**config.mk**
```make
export PLATFORM = sky130hd
export DESIGN_NAME = sva_stim_gen
export DESIGN_NICKNAME = d
export VERILOG_FILES = /design/src/rtl/sva_stim_pkg.sv /design/src/rtl/sva_stim_lfsr.sv /design/src/rtl/sva_stim_gen.sv
export SDC_FILE = /design/constraint.sdc
export NUM_CORES = 1
export LEC_CHECK = 0
export ABC_AREA = 1
export CELL_PAD_IN_SITES_DETAIL_PLACEMENT = 0
export CELL_PAD_IN_SITES_GLOBAL_PLACEMENT = 1
export CORE_MARGIN = 5
export CORE_UTILIZATION = 45
export DETAILED_ROUTE_END_ITERATION = 8
export PLACE_DENSITY_LB_ADDON = 0.1
export SYNTH_ARGS = -nofsm -noshare
export SYNTH_HDL_FRONTEND = slang
export SYNTH_SLANG_ARGS = --single-unit
```
**constraint.sdc**
```tcl
create_clock -name sys_clk -period 5.2 [get_ports sys_clk]
set_input_delay 0.78 -clock sys_clk [delete_from_list [all_inputs] [get_ports sys_clk]]
set_output_delay 0.78 -clock sys_clk [all_outputs]
set_load 0.02 [all_outputs]
```
**src/rtl/sva_stim_pkg.sv**
```systemverilog
// sva_stim_pkg: shared state/pattern types and constants for the SVA stimulus generator.
package sva_stim_pkg;

  typedef enum logic [2:0] {IDLE, RESET, RUN, DRAIN, DONE} stim_state_t;

  typedef enum logic [1:0] {P_ZERO, P_ONE, P_ALT, P_LFSR} pattern_mode_t;

  // Taps at bits 15, 13, 12 and 10.
  localparam logic [15:0] LFSR_TAPS    = 16'hB400;
  localparam logic [15:0] DEFAULT_SEED = 16'hACE1;

  localparam int unsigned DRAIN_PERIODS = 2;

  function automatic logic [15:0] sat_inc16(input logic [15:0] v);
    return (v == 16'hFFFF) ? v : v + 16'd1;
  endfunction

endpackage

```
**src/rtl/sva_stim_lfsr.sv**
```systemverilog
// sva_stim_lfsr: 16-bit Fibonacci LFSR; fb is the bit shifted in on the next step.
module sva_stim_lfsr
  import sva_stim_pkg::*;
(
  input  logic        sys_clk,
  input  logic        sys_rst,
  input  logic [15:0] seed,
  input  logic        load,
  input  logic        step,
  output logic        fb
);

  logic [15:0] lfsr_q;
  logic [15:0] lfsr_d;

  assign fb = ^(lfsr_q & LFSR_TAPS);

  always_comb begin
    lfsr_d = lfsr_q;
    if (load) begin
      lfsr_d = seed;
    end else if (step) begin
      lfsr_d = {lfsr_q[14:0], fb};
    end
  end

  always_ff @(posedge sys_clk) begin
    if (sys_rst) begin
      lfsr_q <= seed;
    end else begin
      lfsr_q <= lfsr_d;
    end
  end

endmodule

```
**src/rtl/sva_stim_gen.sv**
```systemverilog
// sva_stim_gen: derives gclk, grst and property input a for an SVA checker from sys_clk.
// Define SVA_STIM_RESULT_CNT_EN to add the succ/fail/lazy_succ result counters.
module sva_stim_gen
  import sva_stim_pkg::*;
#(
  parameter int unsigned GCLK_HALF_PERIOD = 4,
  parameter int unsigned GRST_CYCLES      = 2,
  parameter int unsigned NUM_CYCLES       = 64,
  parameter logic [15:0] LFSR_SEED        = DEFAULT_SEED
) (
  input  logic        sys_clk,
  input  logic        sys_rst,
  input  logic        start,
  input  logic [1:0]  pattern_mode,
  output logic        busy,
  output logic        done,
  output logic        gclk,
  output logic        grst,
  output logic        a,
  output logic [15:0] cycle_cnt
`ifdef SVA_STIM_RESULT_CNT_EN
  ,
  input  logic        succ,
  input  logic        fail,
  input  logic        lazy_succ,
  output logic [15:0] succ_cnt,
  output logic [15:0] fail_cnt,
  output logic [15:0] lazy_cnt
`endif
);

  localparam int unsigned     HP_W        = $clog2(GCLK_HALF_PERIOD);
  localparam logic [HP_W-1:0] HP_LAST     = HP_W'(GCLK_HALF_PERIOD - 1);
  localparam logic [15:0]     GRST_TARGET = 16'(GRST_CYCLES);
  localparam logic [15:0]     RUN_TARGET  = 16'(NUM_CYCLES);
  localparam logic [15:0]     DRAIN_LAST  = 16'(DRAIN_PERIODS - 1);

  stim_state_t   state_q, state_d;
  pattern_mode_t mode_q, mode_d;
  logic [HP_W-1:0] hp_q, hp_d;
  logic        gclk_q, gclk_d;
  logic        grst_q, grst_d;
  logic        a_q, a_d;
  logic        busy_q, busy_d;
  logic        done_q, done_d;
  logic [15:0] cycle_cnt_q, cycle_cnt_d;
  logic [15:0] edge_cnt_q, edge_cnt_d;

  logic lfsr_load;
  logic lfsr_step;
  logic lfsr_fb;
  logic hp_wrap;
  logic gclk_rise;
  logic gclk_fall;
  logic start_accept;
  logic pattern_a;

  assign hp_wrap      = (hp_q == HP_LAST);
  assign gclk_rise    = hp_wrap && !gclk_q;
  assign gclk_fall    = hp_wrap && gclk_q;
  assign start_accept = (state_q == IDLE) && start;

  sva_stim_lfsr u_lfsr (
    .sys_clk (sys_clk),
    .sys_rst (sys_rst),
    .seed    (LFSR_SEED),
    .load    (lfsr_load),
    .step    (lfsr_step),
    .fb      (lfsr_fb)
  );

  // Alternating mode relies on a being 0 on entry to RUN, so its first value is 1.
  always_comb begin
    pattern_a = 1'b0;
    case (mode_q)
      P_ZERO:  pattern_a = 1'b0;
      P_ONE:   pattern_a = 1'b1;
      P_ALT:   pattern_a = ~a_q;
      P_LFSR:  pattern_a = lfsr_fb;
      default: pattern_a = 1'b0;
    endcase
  end

  always_comb begin
    state_d     = state_q;
    mode_d      = mode_q;
    hp_d        = hp_q;
    gclk_d      = gclk_q;
    grst_d      = grst_q;
    a_d         = a_q;
    busy_d      = busy_q;
    done_d      = 1'b0;
    cycle_cnt_d = cycle_cnt_q;
    edge_cnt_d  = edge_cnt_q;
    lfsr_load   = 1'b0;
    lfsr_step   = 1'b0;

    if (state_q inside {RESET, RUN, DRAIN}) begin
      hp_d   = hp_wrap ? '0 : hp_q + HP_W'(1);
      gclk_d = gclk_q ^ hp_wrap;
    end

    case (state_q)
      IDLE: begin
        hp_d   = '0;
        gclk_d = 1'b0;
        grst_d = 1'b1;
        a_d    = 1'b0;
        busy_d = 1'b0;
        if (start_accept) begin
          state_d     = RESET;
          mode_d      = pattern_mode_t'(pattern_mode);
          lfsr_load   = 1'b1;
          cycle_cnt_d = '0;
          edge_cnt_d  = '0;
          busy_d      = 1'b1;
        end
      end
      RESET: begin
        if (gclk_rise) begin
          edge_cnt_d = edge_cnt_q + 16'd1;
        end
        if (gclk_fall && edge_cnt_q == GRST_TARGET) begin
          state_d   = RUN;
          grst_d    = 1'b0;
          a_d       = pattern_a;
          lfsr_step = (mode_q == P_LFSR);
        end
      end
      RUN: begin
        if (gclk_rise) begin
          cycle_cnt_d = cycle_cnt_q + 16'd1;
        end
        if (gclk_fall) begin
          if (cycle_cnt_q == RUN_TARGET) begin
            state_d    = DRAIN;
            a_d        = 1'b0;
            edge_cnt_d = '0;
          end else begin
            a_d       = pattern_a;
            lfsr_step = (mode_q == P_LFSR);
          end
        end
      end
      DRAIN: begin
        if (gclk_fall) begin
          if (edge_cnt_q == DRAIN_LAST) begin
            state_d = DONE;
            hp_d    = '0;
            gclk_d  = 1'b0;
            grst_d  = 1'b1;
            busy_d  = 1'b0;
            done_d  = 1'b1;
          end else begin
            edge_cnt_d = edge_cnt_q + 16'd1;
          end
        end
      end
      DONE: begin
        state_d = IDLE;
        hp_d    = '0;
        gclk_d  = 1'b0;
        grst_d  = 1'b1;
        a_d     = 1'b0;
        busy_d  = 1'b0;
      end
      default: begin
        state_d = IDLE;
      end
    endcase
  end

  always_ff @(posedge sys_clk) begin
    if (sys_rst) begin
      state_q     <= IDLE;
      mode_q      <= P_ZERO;
      hp_q        <= '0;
      gclk_q      <= 1'b0;
      grst_q      <= 1'b1;
      a_q         <= 1'b0;
      busy_q      <= 1'b0;
      done_q      <= 1'b0;
      cycle_cnt_q <= '0;
      edge_cnt_q  <= '0;
    end else begin
      state_q     <= state_d;
      mode_q      <= mode_d;
      hp_q        <= hp_d;
      gclk_q      <= gclk_d;
      grst_q      <= grst_d;
      a_q         <= a_d;
      busy_q      <= busy_d;
      done_q      <= done_d;
      cycle_cnt_q <= cycle_cnt_d;
      edge_cnt_q  <= edge_cnt_d;
    end
  end

  assign busy      = busy_q;
  assign done      = done_q;
  assign gclk      = gclk_q;
  assign grst      = grst_q;
  assign a         = a_q;
  assign cycle_cnt = cycle_cnt_q;

`ifdef SVA_STIM_RESULT_CNT_EN
  logic [15:0] succ_cnt_q, succ_cnt_d;
  logic [15:0] fail_cnt_q, fail_cnt_d;
  logic [15:0] lazy_cnt_q, lazy_cnt_d;

  // Counts are taken over the registered busy window, i.e. exactly the active run.
  always_comb begin
    succ_cnt_d = succ_cnt_q;
    fail_cnt_d = fail_cnt_q;
    lazy_cnt_d = lazy_cnt_q;
    if (start_accept) begin
      succ_cnt_d = '0;
      fail_cnt_d = '0;
      lazy_cnt_d = '0;
    end else if (busy_q) begin
      if (succ)      succ_cnt_d = sat_inc16(succ_cnt_q);
      if (fail)      fail_cnt_d = sat_inc16(fail_cnt_q);
      if (lazy_succ) lazy_cnt_d = sat_inc16(lazy_cnt_q);
    end
  end

  always_ff @(posedge sys_clk) begin
    if (sys_rst) begin
      succ_cnt_q <= '0;
      fail_cnt_q <= '0;
      lazy_cnt_q <= '0;
    end else begin
      succ_cnt_q <= succ_cnt_d;
      fail_cnt_q <= fail_cnt_d;
      lazy_cnt_q <= lazy_cnt_d;
    end
  end

  assign succ_cnt = succ_cnt_q;
  assign fail_cnt = fail_cnt_q;
  assign lazy_cnt = lazy_cnt_q;
`endif

endmodule
```
After elaboration in Yosys (flattened, before gate mapping)
Index checks and enable logic that the tools add are counted.
W data, S select, Z words.
Word-level totals
  register bits: 60
  bits of input ports: 5
  output and inout bits: 21
  word-level logic and storage cells: 106
Cells by class
  add/subtract/negate cells: 3
  eq/ne operators: 20
  multiplexer cells: 44
  bitwise gates (word level): 4
  reductions and logical operators: 24
Operators by type and width (count)
  $mux W16: 7
  $pmux W16 S4: 1
  $add A16 B1 Y16 const B: 2
  $pmux W16 S2: 1
  $mux W3: 6
  $mux W1: 17
  $eq A16 B1 Y1 const B: 1
  $eq A16 B2 Y1 const B: 1
  $eq A16 B7 Y1 const B: 1
  $reduce_xor A16 Y1: 1
  $ne A2 B2 Y1 const B: 6
  $pmux W3 S4: 1
  $reduce_bool A3 Y1: 4
  $pmux W1 S3: 3
  $reduce_and A3 Y1: 3
  $mux W2: 4
  $reduce_and A7 Y1: 1
  $eq A2 B2 Y1 const B: 3
  $eq A3 B2 Y1 const B: 2
  $ne A2 B1 Y1 const B: 3
  $reduce_and A6 Y1: 1
  $logic_and A1 B1 Y1: 4
  $pmux W1 S2: 2
  $pmux W1 S4: 1
  16 further kinds: 19

Longest topological paths before layout
Gate-level depths: netlist of run 1.
  depth in word-level cells: 6
  gate-level depth with buffers: 14
  depth with buffers taken out: 14

By module
From an unflattened synthesis of run 1, not the netlist that was laid out.
Second synthesis, totals
  cells, all modules: 496
  area, all modules: 3384.5 um^2
By module, submodules not included
  sva_stim_gen: instances 1, cells an instance 413, area an instance 2625.0 um^2, seq. area each 880.8 um^2
  sva_stim_lfsr: instances 1, cells an instance 83, area an instance 759.5 um^2, seq. area each 480.5 um^2

Worst setup path after synthesis of run 1
OpenSTA, ideal clock, no wires.
  path kind: flip-flop to flip-flop
  from: register cycle_cnt_q[0] (netlist: cycle_cnt[0])
  to: register u_lfsr.lfsr_q[10]
  library setup time: 130 ps
  arrival time: 1559 ps
  required time: 5070 ps
  path slack: 3511 ps
  cell stages (with the launch flop): 12
  buffers on the path: 1
  clock period less this slack: 1689 ps
  path through: dfxtp_1 > inv_1 > ha_1 > nand2_1 > nor2_1 > nand2_1 > nand3_1 > nand2_1 > nand2_4 > buf_2 > nand2_1 > nand3_1
On the way
  cells in the longest elaborated chain, start to end: 4
Ends and longest elaborated chain
  start, declared: line sva_stim_gen.sv:46  | logic [15:0] cycle_cnt_q, cycle_cnt_d;
  start signal, assigned: line sva_stim_gen.sv:194  | cycle_cnt_q <= cycle_cnt_d;
  $eq A16 B7 Y1: line sva_stim_gen.sv:135  | if (cycle_cnt_q == RUN_TARGET) begin
  $mux W1: line sva_stim_gen.sv:135
  $mux W1: line sva_stim_gen.sv:134  | if (gclk_fall) begin
  $pmux W1 S2: line sva_stim_gen.sv:103  | case (state_q)
  end signal, assigned: line sva_stim_lfsr.sv:31  | lfsr_q <= lfsr_d;
  end, declared: line sva_stim_lfsr.sv:13  | logic [15:0] lfsr_q;
Every way passes these cells.
A chain may end at the register's enable or synchronous reset.

==> flow_summary.json, run 1 <==
{
  "synth_mux_area_share_pct": 0,
  "combPwrFrac_pct": 35.4,
  "grt_max_degree": 27,
  "worstSkewPairLatency_ns": 0.33,
  "antennaDiodeCount": 0,
  "switchingPower_uw": 630,
  "antenna_left": 0,
  "grt-ovfl-total": 0,
  "synth_area_um2": 3350,
  "whs_ns": 0.461,
  "p_sw_share_pct": 40.5,
  "endpoint_kind": "flip-flop",
  "io_buffers": 25,
  "routedWlPerCell_um": 12.1,
  "cts_tree": "built",
  "finalHoldViolCount": 0,
  "fin_util_pct": 53.3,
  "area_growth_pct": 15.5,
  "reg2reg_depth": 11,
  "min_period_ns": 3.09,
  "ir_drop_mv": 0.293,
  "fill_cells": 780,
  "cpPeakStageDelay_ns": 1.06,
  "cpMaxStageDelayCell": "clkdlybuf4s50_1",
  "cp-start-kind": "input pin",
  "setup.worst_path.class": "input pin to flip-flop",
  "post_cts_buffers": 0,
  "drt_iter0_drc": 120,
  "multi_input_area_um2": 1880,
  "ys.warnings.count": 0,
  "grt_pass1_vias": 2817,
  "syn_nets": 515,
  "powerDensity_nw_per_um2": 403,
  "dieArea_um2": 9260,
  "nNetsFinal": 540,
  "finClkSkew_ns": 0.00808,
  "synth_cell_types": 37,
  "cts_buffer_depth": 2,
  "synth_area_leaders": "dfxtp_1, nand2_1, nor2_1",
  "synth.avg_cell_area_um2": 6.66,
  "viasPerCell": 4.92,
  "setup_tns_ns": 0,
  "tightest_slew_ns": 0.905,
  "drc_errors": 0,
  "clock_sinks": 60,
  "drive_above_1_share_pct": 9.21,
  "cts.clk_slew.worst_paths_ns": 0.07,
  "ys_seq_elements": 60,
  "reg2reg_from": "hp_q[0]",
  "synth_top_family_by_area": "simple AND/OR/NAND/NOR gates",
  "crit_fanout": 26,
  "min_path_type": "flip-flop to flip-flop",
  "cp_data_required_time_ns": 5.42,
  "power.share.clock_pct": 29.9,
  "seqPwrFrac_pct": 34.7,
  "worst-r2r-setup-slack_ns": 3.14,
  "via_count": 3102,
  "hpwl_um": 5450,
  "globalplace.congestion": 0.833,
  "grtUsageTotal_pct": 17.8,
  "slew_viol_final": 0,
  "die_y_um": 96.2,
  "yosys.area_share.adder_pct": 2.99,
  "fin_ws_ns": 2.11,
  "arrival_ns": 3.31,
  "seqCellArea_um2": 1200,
  "rsz0062_at_grt": "false",
  "max-slew-margin-rel_pct": 39.5,
  "syn_inst": 502,
  "seq_area_frac_synth_pct": 35.9,
  "cap_viol_max_count": 0,
  "min_to": "busy",
  "root_buffer": "clkbuf_8",
  "io_pins": 26,
  "path_cells": "clkdlybuf4s50_1 > clkinv_1 > nand2_1 > inv_1 > and3_1",
  "yosys.area_share.simple_pct": 39.4,
  "hp-start": "busy",
  "core_area_um2": 7250,
  "grt_pass1_wl_um": 12900,
  "hold_depth": 2,
  "setup_viol": 0,
  "status": "completed",
  "dr.pass1.iters": 4,
  "dieWidth_um": 96.2,
  "synth-compound-area-share_pct": 11.7,
  "p_int_uw": 927,
  "start_util_pct": 46.1,
  "fmax_mhz": 324,
  "cts_buffers": 9,
  "drt-total-wl_um": 7650,
  "r2r-end": "edge_cnt_q[1]",
  "postCtsHoldBufs": 0,
  "synth_top_area_share_pct": 35.9,
  "place_ws_ns": 1.76,
  "power.leakage_uw": 0.00149,
  "synth_largest_area_cell": "dfxtp_1",
  "cts_max_level": 3,
  "cts-resized-gates": 0,
  "synth-xor-area-share_pct": 2.09,
  "grt_antenna_before_repair": 0,
  "period_share_pct": 59.4,
  "rows": 31
}
[kinds of logic (layout without fill, tap and decap cells)]
family          count (synthesis)  after routing
fa+ha+maj                       8              8
xor+xnor                        8              8
buf+inv                        63             93
flops                          60             60
compound gates                 72             72
simple gates                  291            291
[synthesized netlist by cell type]
library cell / n
xnor2_1: 4
o21a_1: 2
nor2_1: 89
buf_12: 1
nor3b_1: 1
xor2_1: 4
nor2_8: 1
nand4_1: 9
nor3_1: 9
nand2_4: 3
a21oi_1: 33
nand3_1: 30
o21bai_1: 1
ha_1: 8
inv_1: 44
nand2_8: 1
nand3_2: 3
or2_1: 1
dfxtp_1: 60
a21oi_2: 1
o21ai_0: 31
a211oi_1: 2
or2_2: 1
and3_1: 1
nor2_2: 1
buf_2: 3
clkbuf_2: 1
clkinv_1: 2
nand2_1: 122
clkbuf_1: 4
nand2_2: 12
buf_4: 2
inv_2: 6
nand3b_1: 4
nor2_4: 3
o21ai_4: 1
o211ai_1: 1
[area by class of cell]
| cell class | count | area share, % |
|---|---|---|
| Multi-Input combinational cell | 379 | 48.6 |
| Tap cell | 99 | 3.20 |
| Timing Repair Buffer | 25 | 6.47 |
| Sequential cell | 60 | 31.1 |
| Clock buffer | 9 | 3.20 |
| Inverter | 52 | 5.05 |
| Clock inverter | 7 | 2.36 |
[critical path: cells and delay by family]
kind          cells  cell delay [ns]
buf+inv           3             1.93
simple gates      2             0.59
[stage by stage]
step | cell area (um2) | total power, uW | std cells
detailed placement | 3650 | 1100 | 615
floorplan | 3350 | 1000 | 502
CTS | 3860 | 1580 | 631
global placement | 3650 | 1100 | 615
global route | 3860 | 1660 | 631
finish | 3860 | 1560 | 631
[state kept, by name, summed over array words and instances (netlist names)]
register,count
done,1
cycle_cnt,16
mode_q,2
edge_cnt_q,16
state_q,3
gclk,1
u_lfsr.lfsr_q,16
hp_q,2
busy,1
a,1
grst,1
[layout by cell type (no fill, tap or decap), types with 3 or more instances in the layout]
master           instances
nor2_4                   3
nor2_1                  89
nand2_2                 12
nand3b_1                 4
clkinv_2                 3
inv_1                   44
o21ai_0                 31
nand4_1                  9
a21oi_1                 33
nand3_2                  3
inv_2                    6
xor2_1                   4
nor3_1                   9
dfxtp_1                 60
nand2_4                  3
clkdlybuf4s50_1         25
nand2_1                122
nand3_1                 30
ha_1                     8
clkbuf_8                 9
xnor2_1                  4
[per-layer routing]
| layer | track usage (%) | vias up | part of all wire [%] |
|---|---|---|---|
| li1 | - | 1657 | - |
| met2 | 29.0 | 50 | 46 |
| met5 | 0 | - | 0 |
| met1 | 23.2 | 1383 | 49 |
| met3 | 3.28 | 12 | 3.3 |
| met4 | 6.99 | 0 | 1.5 |
[worst max path at each step]
| stage | to | start |
|---|---|---|
| after floorplan | u_lfsr.lfsr_q[10] | cycle_cnt[0] |
| after global placement | cycle_cnt[9] | sys_rst |
| after detailed placement | cycle_cnt[9] | sys_rst |
| after CTS | cycle_cnt[9] | sys_rst |
| after global routing | cycle_cnt[9] | sys_rst |
| final | cycle_cnt[9] | sys_rst |
[power groups by stage]
stage          clock (uW)  sequential, uW  combinational (uW)
6_report              466             541                 551
5_1_grt               503             548                 606
4_1_cts               479             541                 555
3_5_place_dp            0             552                 553
3_3_place_gp            0             550                 549
2_1_floorplan           0             559                 442
No activity file was read; power rests on OpenSTA's default activity.
==> run 2, diff against run 1 <==
--- a/config.mk
+++ b/config.mk
@@ -9,7 +9,7 @@
 export CELL_PAD_IN_SITES_DETAIL_PLACEMENT = 0
 export CELL_PAD_IN_SITES_GLOBAL_PLACEMENT = 1
 export CORE_MARGIN = 5
-export CORE_UTILIZATION = 45
+export CORE_UTILIZATION = 38
 export DETAILED_ROUTE_END_ITERATION = 8
 export PLACE_DENSITY_LB_ADDON = 0.1
 export SYNTH_ARGS = -nofsm -noshare
==> constraint.sdc (replaced) <==
create_clock -name sys_clk -period 2.74 [get_ports sys_clk]
set_input_delay 0.411 -clock sys_clk [delete_from_list [all_inputs] [get_ports sys_clk]]
set_output_delay 0.411 -clock sys_clk [all_outputs]
set_load 0.02 [all_outputs]
==> run 2 against run 1 <==
Net effect:
- sequential cell count unchanged
- non-clock buffer count up 3
- register-to-register slack worse by 2.4 ns
- worst hold slack better by 0.0053 ns
- first-iteration DRC count down 13%
==> flow_summary.json, run 2 (synthesized netlist as in run 1, its figures left out) <==
{
  "status": "completed",
  "endpoint_kind": "flip-flop",
  "cts_buffers": 9,
  "slew_viol_final": 0,
  "final_common_cell": "nand2_1",
  "cp_data_required_time_ns": 2.98,
  "io_buffers": 25,
  "max-slew-margin-rel_pct": 74.3,
  "die_y_um": 104,
  "hpwl_um": 5600,
  "finalHoldViolCount": 0,
  "cp-start-kind": "flip-flop",
  "grtUsageTotal_pct": 14.8,
  "multi_input_area_um2": 1880,
  "root_buffer": "clkbuf_8",
  "antennaDiodeCount": 0,
  "routedWlPerCell_um": 12.1,
  "dieArea_um2": 10800,
  "dr.pass1.iters": 4,
  "grt_pass1_wl_um": 13400,
  "cts_buffer_depth": 2,
  "final_cell_mix": "nand2_1, nor2_1, dfxtp_1, inv_1, a21oi_1",
  "postCtsHoldBufs": 0,
  "finClkSkew_ns": 0.0108,
  "rsz0062_at_grt": "false",
  "powerDensity_nw_per_um2": 773,
  "core_area_um2": 8640,
  "setup_viol": 0,
  "drt_iter0_drc": 105,
  "cpPeakStageDelay_ns": 0.34,
  "setup_tns_ns": 0,
  "rows": 34,
  "grt_antenna_before_repair": 0,
  "tightest_slew_ns": 0.385,
  "drt-total-wl_um": 7760,
  "dieWidth_um": 104,
  "cpMaxStageDelayCell": "dfxtp_1",
  "setup.worst_path.class": "flip-flop to flip-flop",
  "cts.clk_slew.worst_paths_ns": 0.07,
  "crit_fanout": 17,
  "crit_family": "simple AND/OR/NAND/NOR gates",
  "antenna_left": 0,
  "fmax_mhz": 503,
  "viasPerCell": 4.80,
  "clock_sinks": 60,
  "path_cells": "ha_1 > ha_1 > inv_1 > nand3_1 > nand3_2 > inv_2 > nand2_8 > nor2_8 > nand2_1 > nand2_1 > nor2_1",
  "worstSkewPairLatency_ns": 0.35,
  "fin_cells": 643,
  "period_share_pct": 72.5,
  "arrival_ns": 2.23,
  "drc_errors": 0,
  "grt_pass1_vias": 2926,
  "grt_max_degree": 23,
  "cts_max_level": 3,
  "ir_drop_mv": 0.376,
  "fill_cells": 912,
  "cap_viol_max_count": 0,
  "min_path_type": "flip-flop to flip-flop",
  "fin_util_pct": 45.4,
  "min_period_ns": 1.99,
  "crit_buf_inv": 2,
  "cts_tree": "built",
  "post_cts_buffers": 0,
  "via_count": 3086,
  "nNetsFinal": 543,
  "globalplace.congestion": 0.823,
  "io_pins": 26,
  "power.leakage_uw": 0.00151,
  "cts-resized-gates": 0,
  "area_growth_pct": 17.2,
  "drive_above_1_share_pct": 9.53,
  "grt-ovfl-total": 0,
  "start_util_pct": 38.7,
  "dp_cells": 627,
  "seqCellArea_um2": 1200
}
## run 2: area by class of cell
cell class                      count  area share [%]
Clock buffer                       13            4.31
Clock inverter                      3            1.72
Inverter                           52            4.98
Multi-Input combinational cell    379            47.9
Sequential cell                    60            30.6
Tap cell                          108            3.45
Timing Repair Buffer               28            6.96
## run 2: worst min-delay path: cells and delay by family, from the launching register on
family	cells	cell delay [ns]
flip-flops	1	0.33
AND/OR/NAND/NOR	2	0.10
## run 2: per-layer routing
layer | track usage [%] | up-vias | part of all wire [%]
met5 | 0 | - | 0
li1 | - | 1659 | -
met3 | 3.61 | 7 | 3.5
met2 | 24.3 | 39 | 47
met4 | 5.27 | 0 | 1.2
met1 | 18.8 | 1381 | 48
## run 2: power by group
group / internal [uW] / switching (uW)
clock network: 588 / 364
logic: 316 / 738
registers: 942 / 85.0
## run 2: path summary, 6_finish.rpt
kind,from,end,slack (ns),cells past startpoint
worst max-delay path,hp_q[0],edge_cnt_q[0],0.75,11
worst min-delay path,u_lfsr.lfsr_q[5],u_lfsr.lfsr_q[6],0.47,2
worst max register to register,hp_q[0],edge_cnt_q[0],0.75,11
worst min register to register,u_lfsr.lfsr_q[5],u_lfsr.lfsr_q[6],0.47,2
## run 2: per-stage QoR
stage                     total power, uW  hold WS, ns  instance area [um2]  worst slack [ns]
final                                3030        0.466                 3920             0.753
after global routing                 3220        0.486                 3920             0.527
after CTS                            3060        0.468                 3920             0.738
after detailed placement             2110        0.443                 3680             0.713
after global placement               2090        0.435                 3680             0.715
after floorplan                      1900        0.429                 3350              1.05
==> run 3, diff against run 2 <==
--- a/config.mk
+++ b/config.mk
@@ -9,7 +9,7 @@
 export CELL_PAD_IN_SITES_DETAIL_PLACEMENT = 0
 export CELL_PAD_IN_SITES_GLOBAL_PLACEMENT = 1
 export CORE_MARGIN = 5
-export CORE_UTILIZATION = 38
+export CORE_UTILIZATION = 42
 export DETAILED_ROUTE_END_ITERATION = 8
 export PLACE_DENSITY_LB_ADDON = 0.1
 export SYNTH_ARGS = -nofsm -noshare
==> constraint.sdc (replaced) <==
create_clock -name sys_clk -period 2.08 [get_ports sys_clk]
set_input_delay 0.312 -clock sys_clk [delete_from_list [all_inputs] [get_ports sys_clk]]
set_output_delay 0.312 -clock sys_clk [all_outputs]
set_load 0.02 [all_outputs]
==> run 3 against run 2 <==
Net effect:
- worst hold slack about the same
- clock power up 39%
- sequential cell count did not move
- non-clock buffer count is 9 higher
- combinational power up 52%
- sequential power is 30% higher
- global-route usage up 1.4 points
- final area grew 2.3%
- register-to-register slack worse by 0.55 ns
- count of clock-buffer cells in the layout fell by 4
- die area shrank 8.6%
- core utilization is 6.5 points higher
- critical endpoint is now edge_cnt_q[4]
- largest cell class unchanged
- largest power group unchanged
==> flow_summary.json, run 3 (synthesized netlist as in run 1, its figures left out) <==
{
  "status": "completed",
  "final_area_um2": 4010,
  "cp_data_required_time_ns": 2.35,
  "final_cell_mix": "nand2_1, nor2_1, dfxtp_1, inv_1, a21oi_1",
  "grt_pass1_wl_um": 13200,
  "cap_viol_max_count": 0,
  "nNetsFinal": 552,
  "final_common_cell": "nand2_1",
  "fin_util_pct": 51.9,
  "cts_max_level": 3,
  "drive_above_1_share_pct": 11.6,
  "root_buffer": "clkbuf_8",
  "powerDensity_nw_per_um2": 1060,
  "path_cells": "ha_1 > ha_2 > inv_1 > nand3_1 > nand3_2 > inv_2 > nand2_8 > nor2_8 > buf_12 > nand2_1 > a21oi_1",
  "drt_iter0_drc": 85,
  "drt-total-wl_um": 7760,
  "antenna_left": 0,
  "worst-r2r-setup-slack_ns": 0.20,
  "reg2reg_from": "hp_q[0]",
  "grt_max_degree": 21,
  "endpoint": "edge_cnt_q[4]",
  "dr.pass1.iters": 4,
  "cts_buffers": 9,
  "rows": 32,
  "crit_cells": 11,
  "via_count": 3175,
  "crit_buf_inv": 3,
  "endpoint_kind": "flip-flop",
  "clock_sinks": 60,
  "cts_tree": "built",
  "start_util_pct": 43.3,
  "routedWlPerCell_um": 12.0,
  "core_area_um2": 7730,
  "dieArea_um2": 9850,
  "viasPerCell": 4.91,
  "arrival_ns": 2.15,
  "finClkSkew_ns": 0.00766,
  "io_buffers": 25,
  "grt-ovfl-total": 0,
  "hpwl_um": 5620,
  "dieWidth_um": 99.3,
  "tightest_slew_ns": 0.378,
  "crit_family": "simple AND/OR/NAND/NOR gates",
  "min_path_type": "flip-flop to flip-flop",
  "grtUsageTotal_pct": 16.2,
  "die_y_um": 99.3,
  "drc_errors": 0,
  "io_pins": 26,
  "crit_start": "hp_q[0]",
  "grt_antenna_before_repair": 0,
  "cpPeakStageDelay_ns": 0.35,
  "grt_pass1_vias": 2916,
  "fmax_mhz": 533,
  "cts_buffer_depth": 2,
  "cp-start-kind": "flip-flop",
  "cpMaxStageDelayCell": "dfxtp_1",
  "cts.clk_slew.worst_paths_ns": 0.07,
  "period_share_pct": 90.2,
  "worstSkewPairLatency_ns": 0.34,
  "finalHoldViolCount": 0,
  "setup_viol": 0,
  "place_ws_ns": 0.164,
  "area_growth_pct": 19.9,
  "max-slew-margin-rel_pct": 74.7,
  "r2r-end": "edge_cnt_q[4]",
  "globalplace.congestion": 0.854,
  "ir_drop_mv": 0.755,
  "power.leakage_uw": 0.00156,
  "reg2reg_depth": 11,
  "fin_ws_ns": 0.204,
  "crit_fanout": 17,
  "post_dp_cell_area_um2": 3730,
  "min_period_ns": 1.88,
  "slew_viol_final": 0,
  "setup.worst_path.class": "flip-flop to flip-flop",
  "antennaDiodeCount": 0,
  "postCtsHoldBufs": 0
}
==> run 3: cell count changes in the layout (fill, tap and decap cells not counted), sizes merged <==
cell / before / now
bufinv: 2 / 3
clkbuf: 13 / 9
clkinv: 2 / 4
inv: 50 / 51
buf: 3 / 12
==> run 3: worst min-delay path by stage <==
stage,depth (start not counted),endpoint,start
floorplan,2,u_lfsr.lfsr_q[5],u_lfsr.lfsr_q[4]
global placement,2,u_lfsr.lfsr_q[10],u_lfsr.lfsr_q[9]
detailed placement,2,grst,grst
CTS,2,busy,busy
global route,2,u_lfsr.lfsr_q[10],u_lfsr.lfsr_q[9]
finish,2,busy,busy
==> run 3: through the flow <==
| stage | TNS [ns] | total power, uW | cells | hold slack (ns) |
|---|---|---|---|---|
| 6_report | 0 | 4260 | 646 | 0.466 |
| 5_1_grt | -0.00122 | 4520 | 646 | 0.497 |
| 4_1_cts | 0 | 4210 | 643 | 0.469 |
| 3_5_place_dp | 0 | 2890 | 627 | 0.456 |
| 3_3_place_gp | 0 | 2880 | 627 | 0.447 |
| 2_1_floorplan | 0 | 2500 | 502 | 0.429 |
==> run 3: metal layers <==
layer / vias to the layer above / part of all wire [%] / global-route usage, %
li1: 1681 / - / -
met1: 1442 / 48 / 20.7
met2: 45 / 47 / 27.3
met3: 7 / 4.2 / 3.72
met4: 0 / 0.89 / 4.73
met5: - / 0 / 0
==> run 3: worst register-to-register path: cells and delay by family (launching register included) <==
kind | cells | cell delay [ns]
flops | 1 | 0.35
simple gates | 5 | 0.58
fa+ha+maj | 2 | 0.42
compound gates | 1 | 0.13
buf+inv | 3 | 0.33
==> run 3: area by class of cell <==
| type | count | area [um2] |
|---|---|---|
| Fill cell | 785 | 3720 |
| Multi-Input combinational cell | 379 | 1880 |
| Sequential cell | 60 | 1200 |
| Timing Repair Buffer | 37 | 353 |
| Inverter | 52 | 198 |
| Tap cell | 102 | 128 |
| Clock buffer | 9 | 124 |
| Clock inverter | 7 | 124 |
==> run 3: timing repair <==
| action | CTS | global route |
|---|---|---|
| buffers inserted | 0 | 3 |
| setup endpoints to repair | 0 | 22 |
| hold endpoints to repair | 0 | 0 |
| resized for setup | 0 | 3 |
==> run 3: report_power, final <==
part,internal [uW],switching (uW)
Sequential,1240,104
Clock,804,518
Combinational,588,1010
Total,2630,1630
